===== config.mk =====
export PLATFORM = sky130hd
export DESIGN_NAME = uart_tx_arbiter
export DESIGN_NICKNAME = d
export VERILOG_FILES = /design/src/rtl/uart_tx_arbiter.sv
export SDC_FILE = /design/constraint.sdc
export NUM_CORES = 1
export LEC_CHECK = 0
export BUFFER_PORTS_ARGS = -buffer_cell sky130_fd_sc_hd__buf_2
export CAP_MARGIN = 20
export CORE_AREA = 2 2 79 74
export CTS_CLUSTER_SIZE = 8
export DETAILED_ROUTE_END_ITERATION = 8
export DIE_AREA = 0 0 81 76
export PLACE_DENSITY = 0.74
export REMOVE_ABC_BUFFERS = 1
export SYNTH_ARGS = -nofsm -noshare
export SYNTH_HDL_FRONTEND = slang
export SYNTH_SLANG_ARGS = --single-unit

===== constraint.sdc =====
create_clock -name clk -period 1.76 [get_ports clk]
set_input_delay 0.352 -clock clk [delete_from_list [all_inputs] [get_ports clk]]
set_output_delay 0.352 -clock clk [all_outputs]
set_load 0.02 [all_outputs]

===== src/rtl/uart_tx_arbiter.sv =====
// uart_tx_arbiter: four-requester round-robin arbiter feeding one 8N1 UART
// transmitter. Build with UART_TX_PARITY_EN defined to add an even-parity bit
// (8E1, 11-bit frame); the default build sends a 10-bit frame.
//
// Ports
//   clk      rising-edge clock
//   rst      asynchronous active-low reset
//   req      per-requester transmit request, bit i = requester i
//   data     requester i's byte on data[8i+7:8i]
//   ack      one-hot, one-cycle acceptance pulse for the granted requester
//   grant_id index of the requester whose byte is on the line
//   busy     high whenever the transmitter is not idle
//   tx       serial line, idle high
module uart_tx_arbiter #(
  parameter int unsigned CLK_FREQ = 100_000_000,
  parameter int unsigned BAUD     = 9600
) (
  input  logic        clk,
  input  logic        rst,
  input  logic [3:0]  req,
  input  logic [31:0] data,
  output logic [3:0]  ack,
  output logic [1:0]  grant_id,
  output logic        busy,
  output logic        tx
);

  localparam int unsigned DIV   = CLK_FREQ / BAUD;
  localparam int unsigned DIV_W = (DIV > 2) ? $clog2(DIV) : 1;
  localparam logic [DIV_W-1:0] DIV_LAST = DIV_W'(DIV - 1);

  typedef enum logic [2:0] {
    S_IDLE   = 3'd0,
    S_START  = 3'd1,
    S_DATA   = 3'd2,
    S_STOP   = 3'd3
`ifdef UART_TX_PARITY_EN
    ,S_PARITY = 3'd4
`endif
  } state_t;

  state_t           state;
  logic [DIV_W-1:0] div_cnt;
  logic [2:0]       bit_cnt;
  logic [7:0]       tx_byte;
  logic [1:0]       last_grant;
  logic             bit_end_c;
  logic             found_c;
  logic [1:0]       winner_c;

  assign bit_end_c = (div_cnt == DIV_LAST);

  // Round-robin pick: first asserted request after last_grant, ascending with wrap.
  always_comb begin
    logic [1:0] cand;
    found_c  = 1'b0;
    winner_c = '0;
    cand     = '0;
    for (int k = 1; k <= 4; k++) begin
      cand = last_grant + 2'(k);
      if (!found_c && req[cand]) begin
        found_c  = 1'b1;
        winner_c = cand;
      end
    end
  end

  // Baud divider: held at zero while idle so every frame starts on a fresh count.
  always_ff @(posedge clk or negedge rst) begin
    if (!rst) begin
      div_cnt <= '0;
    end else if (state == S_IDLE || bit_end_c) begin
      div_cnt <= '0;
    end else begin
      div_cnt <= div_cnt + DIV_W'(1);
    end
  end

  // Arbitration and frame sequencing; tx is updated on the edge entering each bit.
  always_ff @(posedge clk or negedge rst) begin
    if (!rst) begin
      state      <= S_IDLE;
      ack        <= '0;
      grant_id   <= '0;
      busy       <= 1'b0;
      tx         <= 1'b1;
      bit_cnt    <= '0;
      tx_byte    <= '0;
      last_grant <= 2'd3;
    end else begin
      ack <= '0;
      case (state)
        S_IDLE: begin
          if (found_c) begin
            ack        <= 4'b0001 << winner_c;
            tx_byte    <= data[{winner_c, 3'b000} +: 8];
            grant_id   <= winner_c;
            last_grant <= winner_c;
            busy       <= 1'b1;
            tx         <= 1'b0;
            bit_cnt    <= '0;
            state      <= S_START;
          end
        end
        S_START: begin
          if (bit_end_c) begin
            tx      <= tx_byte[0];
            bit_cnt <= '0;
            state   <= S_DATA;
          end
        end
        S_DATA: begin
          if (bit_end_c) begin
            if (bit_cnt == 3'd7) begin
`ifdef UART_TX_PARITY_EN
              tx    <= ^tx_byte;
              state <= S_PARITY;
`else
              tx    <= 1'b1;
              state <= S_STOP;
`endif
            end else begin
              tx      <= tx_byte[bit_cnt + 3'd1];
              bit_cnt <= bit_cnt + 3'd1;
            end
          end
        end
`ifdef UART_TX_PARITY_EN
        S_PARITY: begin
          if (bit_end_c) begin
            tx    <= 1'b1;
            state <= S_STOP;
          end
        end
`endif
        S_STOP: begin
          if (bit_end_c) begin
            busy  <= 1'b0;
            state <= S_IDLE;
          end
        end
        default: begin
          busy  <= 1'b0;
          tx    <= 1'b1;
          state <= S_IDLE;
        end
      endcase
    end
  end

endmodule


==> key figures, run 1 <==
Global routing
  – GR met3 Demand/Resource: 0.0225
  – First-pass GRT wire length: 7530 µm
  – Maximum number of pins on one net before global-route repair: 22
  – Met2 track utilization from global routing: 0.245
  – Global-route usage over all layers: 0.155
  – Vias in the first global route: 1661
  – Global routing met1 resource utilization: 0.207
  – Total global routing overflow: 0
  – Top Usage Layer GRT: met2
  – Initial antenna violation count: 0

Clock tree
  – Inserted Clock Buffers: 5
  – Clock insertion delay at the later pin of the skew report: 300 ps
  – Number of clock sinks seen by CTS: 37
  – Buffer cell driving the clock tree root: clkbuf_8
  – Clk buf depth: 2
  – H-tree levels: 2
  – CTS clk-pin slew, worst paths: 80 ps
  – CTS tree: yes

Timing
  – Number of hold-slack violations in the final timing report: 0
  – Highest Clock Rate: 579 MHz
  – Final setup violating endpoints: 0
  – Aggregate negative setup slack: 0 ps
  – Setup repair after global routing missed its margin: true
  – Final clock skew: 10.2 ps
  – Min Tclk post-route: 1730 ps
  – Tightest Pin Transition: 474 ps
  – Number of slew-limit violations in the final report: 0
  – Share of the cycle needed by the critical path after routing: 0.981
  – Max_slew headroom: 0.684

Floorplanning
  – Core outline area: 5400 µm²
  – Placement row count: 26
  – Initial standard-cell utilization of the core: 0.382
  – Die footprint: 6160 µm²
  – Boundary Pins: 46
  – Height of the chip: 76 µm
  – Overall die width: 81 µm

Setup path
  – End point of the critical path: tx_byte[6]
  – Maximum fanout along the worst path: 9
  – Stages on worst setup path: 7
  – Cell Chain, Critical Path: nand2b_4, a21oi_2, o221ai_2, buf_6, clkbuf_16, mux2i_1, o221ai_1
  – Startpoint of the worst register-to-register path: last_grant[1]
  – Worst Path Required: 1930 ps
  – Peak per-stage delay on the critical path: 580 ps
  – CP top delay family: flip-flops
  – Reg-to-reg critical path endpoint: tx_byte[6]
  – Worst reg2reg path depth: 7
  – CP Class: reg2reg
  – Launching instance or port of the critical path: last_grant[1]
  – Reg2reg setup slack: 30 ps
  – Buffering stage count on the worst path with inverters included: 2
  – Startpoint type of the worst setup path: flip-flop
  – Critical Path End Type: flip-flop
  – Arrival time at the worst endpoint: 1890 ps
  – Cell type of the slowest stage on the worst timing path: dfstp_2

Detailed routing
  – Number of antenna-violating nets in the routed design: 0
  – Total via count in the routed design: 1703
  – DR iter-0 viols: 98
  – Total Wirelength: 4640 µm
  – 1st-pass router iterations: 5
  – Average routed wire per standard cell: 13.8 µm
  – Post-route DRC violation count: 0
  – Detailed-route vias per instance: 5.07

Logic synthesis
  – FFs w/ async S/R, synth: 1.00
  – #FFs+latches synth: 37
  – Sequential-to-total area share from yosys stat: 0.451
  – Number of enable flip-flop cells after synthesis: 0
  – Share of the synthesized area in the top cell type: 0.413
  – Yosys top cell by area: dfrtp_1
  – Most used flip-flop cell after synthesis: dfrtp_1
  – Cells taking the most area after synthesis: dfrtp_1 41%, mux2i_1 8.3%, ha_1 4.9%
  – Avg Inst Size Synth: 10.8 µm²
  – Instance count of the mapped netlist: 191
  – Distinct cell type count after synthesis: 46
  – Count of yosys warnings during synthesis: 0
  – Most frequent cell after synthesis: dfrtp_1
  – Cell types with the highest counts after synthesis: 34 x dfrtp_1, 19 x nor2_1, 18 x nand2_1, 17 x mux2i_1
  – Total standard cell area after synthesis: 2060 µm²

Cells and area
  – Share of final-layout standard cells stronger than drive strength 1: 0.421
  – Area delta synth->final: 37.6%
  – Final net count: 311
  – Count of antenna diodes in the layout: 0
  – Finished Core Util: 0.525

Placement
  – Weighted congestion at the end of routability-driven global placement: 0.831
  – Half-perimeter wire length after detailed placement: 3150 µm
  – Count of input and output buffers: 45

Power
  – IR drop worst, VDD: 0.675 mV
  – Lkg Pwr: 1.37 nW
  – Power per cell area: 673 nW/µm²

Min path
  – Worst Hold Class: in2async

Outcome
  – Status: finished, final reports clean

Job
  – Count of maximum capacitance violations: 0
## per-stage QoR
| stage | instance area [µm²] | setup slack, ps | power, W | std cells | hold WS (ps) |
|---|---|---|---|---|---|
| 6_report | 2840 | 33.3 | 0.00191 | 336 | 2.51 |
| 5_1_grt | 2840 | -85.2 | 0.00198 | 336 | 33.0 |
| 4_1_cts | 2660 | 3.65 | 0.00188 | 326 | 16.0 |
| 3_5_place_dp | 2490 | -26.8 | 0.00101 | 315 | 336 |
| 3_3_place_gp | 2490 | 24.1 | 0.00100 | 315 | 333 |
| 2_1_floorplan | 2020 | -285 | 0.000923 | 185 | 56.4 |
## what timing repair did
item / in CTS / in global routing
gates resized for setup: 6 / 15
endpoints found under the setup margin: 10 / 16
cloned: 0 / 2
hold buffers: 0 / 0
buffers inserted: 3 / 8
pin swaps: 2 / 9
## worst min-delay path by stage
stage               cells past startpoint  start  slack, ps    endpoint
finish                                  1    rst          3  bit_cnt[2]
global route                            1    rst         30  bit_cnt[2]
CTS                                     1    rst         20      ack[0]
detailed placement                      1    rst        340      ack[0]
global placement                        1    rst        330      ack[0]
floorplan                               0    rst         60      ack[0]
## layout by cell type (no fill, tap or decap), types with 8 or more instances in the layout
cell	count
buf_2	45
dfrtp_1	33
buf_4	22
nor2_1	19
nand2_1	17
mux2i_1	15
xor2_1	8
o221ai_1	8
## report_power, final
part / switching [W] / leakage (nW) / internal, W
sequential: 0 / 0.471 / 0.000850
combinational: 0.0000789 / 0.836 / 0.0000980
clock: 0.000320 / 0.0681 / 0.000563
total: 0.000399 / 1.37 / 0.00151
## layer usage
metal,up-vias,part of all wire
met5,-,0
met4,0,0.018
met3,7,0.039
met2,47,0.49
met1,816,0.45
li1,833,-
## worst reg2reg max path, delay by kind of cell (launching register included)
kind / cells / cell delay [ps]
buffers and inverters: 2 / 320
flip-flops: 1 / 580
multiplexers: 1 / 200
AO/OA/AOI/OAI: 3 / 370
AND/OR/NAND/NOR: 1 / 130
## registers in the layout, indices dropped and copies added, names as in the netlist
signal      count
div_cnt        14
tx_byte         8
ack             4
bit_cnt         3
grant_id        2
last_grant      2
state           2
busy            1
tx              1
## logic make-up after synthesis
| group | synth area share |
|---|---|
| simple gates | 0.203 |
| compound gates | 0.106 |
| buf+inv | 0.0279 |
| fa+ha+maj | 0.0485 |
| xor+xnor | 0.0467 |
| flops | 0.451 |
| mux | 0.117 |
## final cells by class
type / count / area (µm²)
clock buffers: 5 / 68.8
clock inverters: 3 / 65.1
fillers: 462 / 2560
inverters: 5 / 18.8
multi-input cells: 143 / 1150
flip-flops and latches: 37 / 931
well taps: 70 / 87.6
repair buffers: 73 / 512
(Power assumes the default switching activity.)
==> run 2, diff against run 1 <==
- RECOVER_POWER: unset -> 50
- clock period: 1.76 -> 1.4 ns (I/O delays scaled with it)
==> key figures, run 2 (synthesized netlist as in run 1, its figures left out) <==
Timing
  – Highest Clock Rate: 570 MHz (was 579 MHz)
  – Max_slew headroom: 0.380 (was 0.684)
  – Final setup violating endpoints: 36 (was 0)
  – Min Tclk post-route: 1750 ps (was 1730 ps)
  – Aggregate negative setup slack: -7980 ps (was 0 ps)
  – Number of hold-slack violations in the final timing report: 0 (unchanged)
  – Tightest Pin Transition: 930 ps (was 474 ps)
  – Final setup margin: -354 ps (was 33.3 ps)
  – Share of the cycle needed by the critical path after routing: 1.25 (was 0.981)
  – Final clock skew: 4.98 ps (was 10.2 ps)
  – Number of slew-limit violations in the final report: 0 (unchanged)
  – Setup repair after global routing missed its margin: true (unchanged)

Cells and area
  – Share of final-layout standard cells stronger than drive strength 1: 0.520 (was 0.421)
  – Most frequent cells in the layout: 45 x buf_2, 44 x buf_4, 34 x dfrtp_1, 16 x nor2_1, 15 x nand2_1 (was 45 x buf_2, 33 x dfrtp_1, 22 x buf_4, 19 x nor2_1, 17 x nand2_1)
  – Largest registers: div_cnt x14, tx_byte x8, ack x4 (unchanged)
  – Area delta synth->final: 50.5% (was 37.6%)
  – Register area: 930 µm² (was 931 µm²)
  – Cell area after layout: 3100 µm² (was 2840 µm²)
  – Top register by number of flip-flops: div_cnt (unchanged)
  – Most common cell after layout, fill and taps aside: buf_2 (unchanged)
  – Flip-flop count of the largest register, all copies and words added: 14 (unchanged)
  – Area of combinational cells with multiple inputs: 1270 µm² (was 1150 µm²)
  – Count of fill cells added during filler insertion: 450 (was 462)
  – Count of antenna diodes in the layout: 0 (unchanged)
  – Final net count: 339 (was 311)

Power
  – Clock power frac: 0.375 (was 0.462)
  – Seq pwr share: 0.509 (was 0.445)
  – Psw: 0.000500 W (was 0.000399 W)
  – Internal Dissipation: 0.00160 W (was 0.00151 W)
  – Pwr Total: 0.00210 W (was 0.00191 W)
  – Lkg Pwr: 1.49 nW (was 1.37 nW)
  – Power per cell area: 677 nW/µm² (was 673 nW/µm²)
  – Fraction of power consumed by combinational cells: 0.116 (was 0.093)
  – IR drop worst, VDD: 0.586 mV (was 0.675 mV)
  – Switching Fraction: 0.238 (was 0.209)

Outcome
  – Violated checks: setup timing
  – Status: complete, but fails checks (was finished, final reports clean)

Detailed routing
  – 1st-pass router iterations: 4 (was 5)
  – Total Wirelength: 5520 µm (was 4640 µm)
  – Number of antenna-violating nets in the routed design: 0 (unchanged)
  – DR iter-0 viols: 93 (was 98)
  – Detailed-route vias per instance: 5.21 (was 5.07)
  – Average routed wire per standard cell: 15.2 µm (was 13.8 µm)
  – Total via count in the routed design: 1896 (was 1703)
  – Post-route DRC violation count: 0 (unchanged)

Setup path
  – CP top delay family: compound AO/OA/AOI/OAI gates (was flip-flops)
  – Arrival time at the worst endpoint: 1930 ps (was 1890 ps)
  – Startpoint type of the worst setup path: flip-flop (unchanged)
  – Cell Chain, Critical Path: ha_2, and4_4, nand4_4, a221o_1, o21ai_1, o31ai_1 (was nand2b_4, a21oi_2, o221ai_2, buf_6, clkbuf_16, mux2i_1, o221ai_1)
  – Cell type of the slowest stage on the worst timing path: a221o_1 (was dfstp_2)
  – Peak per-stage delay on the critical path: 430 ps (was 580 ps)
  – Maximum fanout along the worst path: 6 (was 9)
  – Critical Path End Type: flip-flop (unchanged)
  – Buffering stage count on the worst path with inverters included: 0 (was 2)
  – CP Class: reg2reg (unchanged)
  – Worst Path Required: 1580 ps (was 1930 ps)

Global routing
  – Vias in the first global route: 1926 (was 1661)
  – Global-route usage over all layers: 0.184 (was 0.155)
  – Maximum number of pins on one net before global-route repair: 38 (was 22)
  – First-pass GRT wire length: 8760 µm (was 7530 µm)
  – Initial antenna violation count: 0 (unchanged)
  – Total global routing overflow: 0 (unchanged)

Floorplanning
  – Placement row count: 26 (unchanged)
  – Initial standard-cell utilization of the core: 0.382 (unchanged)
  – Boundary Pins: 46 (unchanged)
  – Overall die width: 81 µm (unchanged)
  – Height of the chip: 76 µm (unchanged)
  – Die footprint: 6160 µm² (unchanged)
  – Core outline area: 5400 µm² (unchanged)

Clock tree
  – Count of hold buffers inserted by post-cts repair: 0 (unchanged)
  – Inserted Clock Buffers: 5 (unchanged)
  – CTS tree: yes (unchanged)
  – Clk buf depth: 2 (unchanged)
  – Clock insertion delay at the later pin of the skew report: 300 ps (about the same)
  – Buffer cell driving the clock tree root: clkbuf_8 (unchanged)
  – H-tree levels: 2 (unchanged)
  – CTS clk-pin slew, worst paths: 70 ps (was 80 ps)
  – Number of clock sinks seen by CTS: 37 (unchanged)

Job
  – Count of maximum capacitance violations: 0 (unchanged)

Placement
  – Weighted congestion at the end of routability-driven global placement: 0.850 (was 0.831)
  – Half-perimeter wire length after detailed placement: 3630 µm (was 3150 µm)
  – Cell area after placement: 2720 µm² (was 2490 µm²)
  – Count of input and output buffers: 45 (unchanged)

Min path
  – Worst Hold Class: in2async (unchanged)
## run 2: changes by cell type in the layout (fill, tap and decap cells not counted), sizes merged
cell	previous run	this run
buf	71	98
bufinv	2	0
clkbuf	7	9
clkinv	1	0
clkinvlp	0	1
nand2b	5	6
## run 2: final cells by class
| cell class | count | area share |
|---|---|---|
| Sequential cell | 37 | 0.300 |
| Inverter | 5 | 0.00605 |
| Tap cell | 70 | 0.0282 |
| Clock buffer | 7 | 0.0278 |
| Multi-Input combinational cell | 144 | 0.409 |
| Timing Repair Buffer | 100 | 0.227 |
| Clock inverter | 1 | 0.00242 |
## run 2: final timing paths
| kind | slack (ps) | startpoint | to | depth (start not counted) |
|---|---|---|---|---|
| max | -350 | div_cnt[1] | bit_cnt[0] | 6 |
| min | 190 | rst | div_cnt[7] | 2 |
| max reg2reg | -350 | div_cnt[1] | bit_cnt[0] | 6 |
| min reg2reg | 490 | tx_byte[7] | tx_byte[7] | 2 |
| max in group asynchronous | 630 | rst | ack[1] | 2 |
| min in group clk | 280 | data[21] | tx_byte[5] | 3 |
## run 2: what timing repair did
action                                  CTS  global route
cloned                                    1             1
resized for setup                        24            25
endpoints found under the setup margin   36            36
pin swaps                                 6             6
buffers inserted                          4             5
## run 2: per-stage QoR
stage	std cells	worst slack [ps]	hold WS [ps]	utilization
after CTS	358	-321	31.6	0.543
after detailed placement	346	-361	354	0.503
after global routing	364	-455	266	0.575
after global placement	346	-322	348	0.503
after floorplan	185	-645	-15.6	-
final	364	-354	194	0.575
## run 2: per-layer routing
layer,part of all wire,up-vias,wire length (µm),GRT usage
met3,0.048,13,263,0.0403
li1,-,897,-,-
met2,0.50,60,2740,0.294
met4,0.023,0,125,0.0763
met5,0,-,0,0
met1,0.43,926,2390,0.239
## run 2: power groups by stage
stage | sequential, W | clock (W) | combinational (W)
after floorplan | 0.00109 | 0 | 0.0000712
after global placement | 0.00109 | 0 | 0.000175
after detailed placement | 0.00109 | 0 | 0.000182
after CTS | 0.00107 | 0.000797 | 0.000197
after global routing | 0.00107 | 0.000852 | 0.000264
final | 0.00107 | 0.000787 | 0.000245
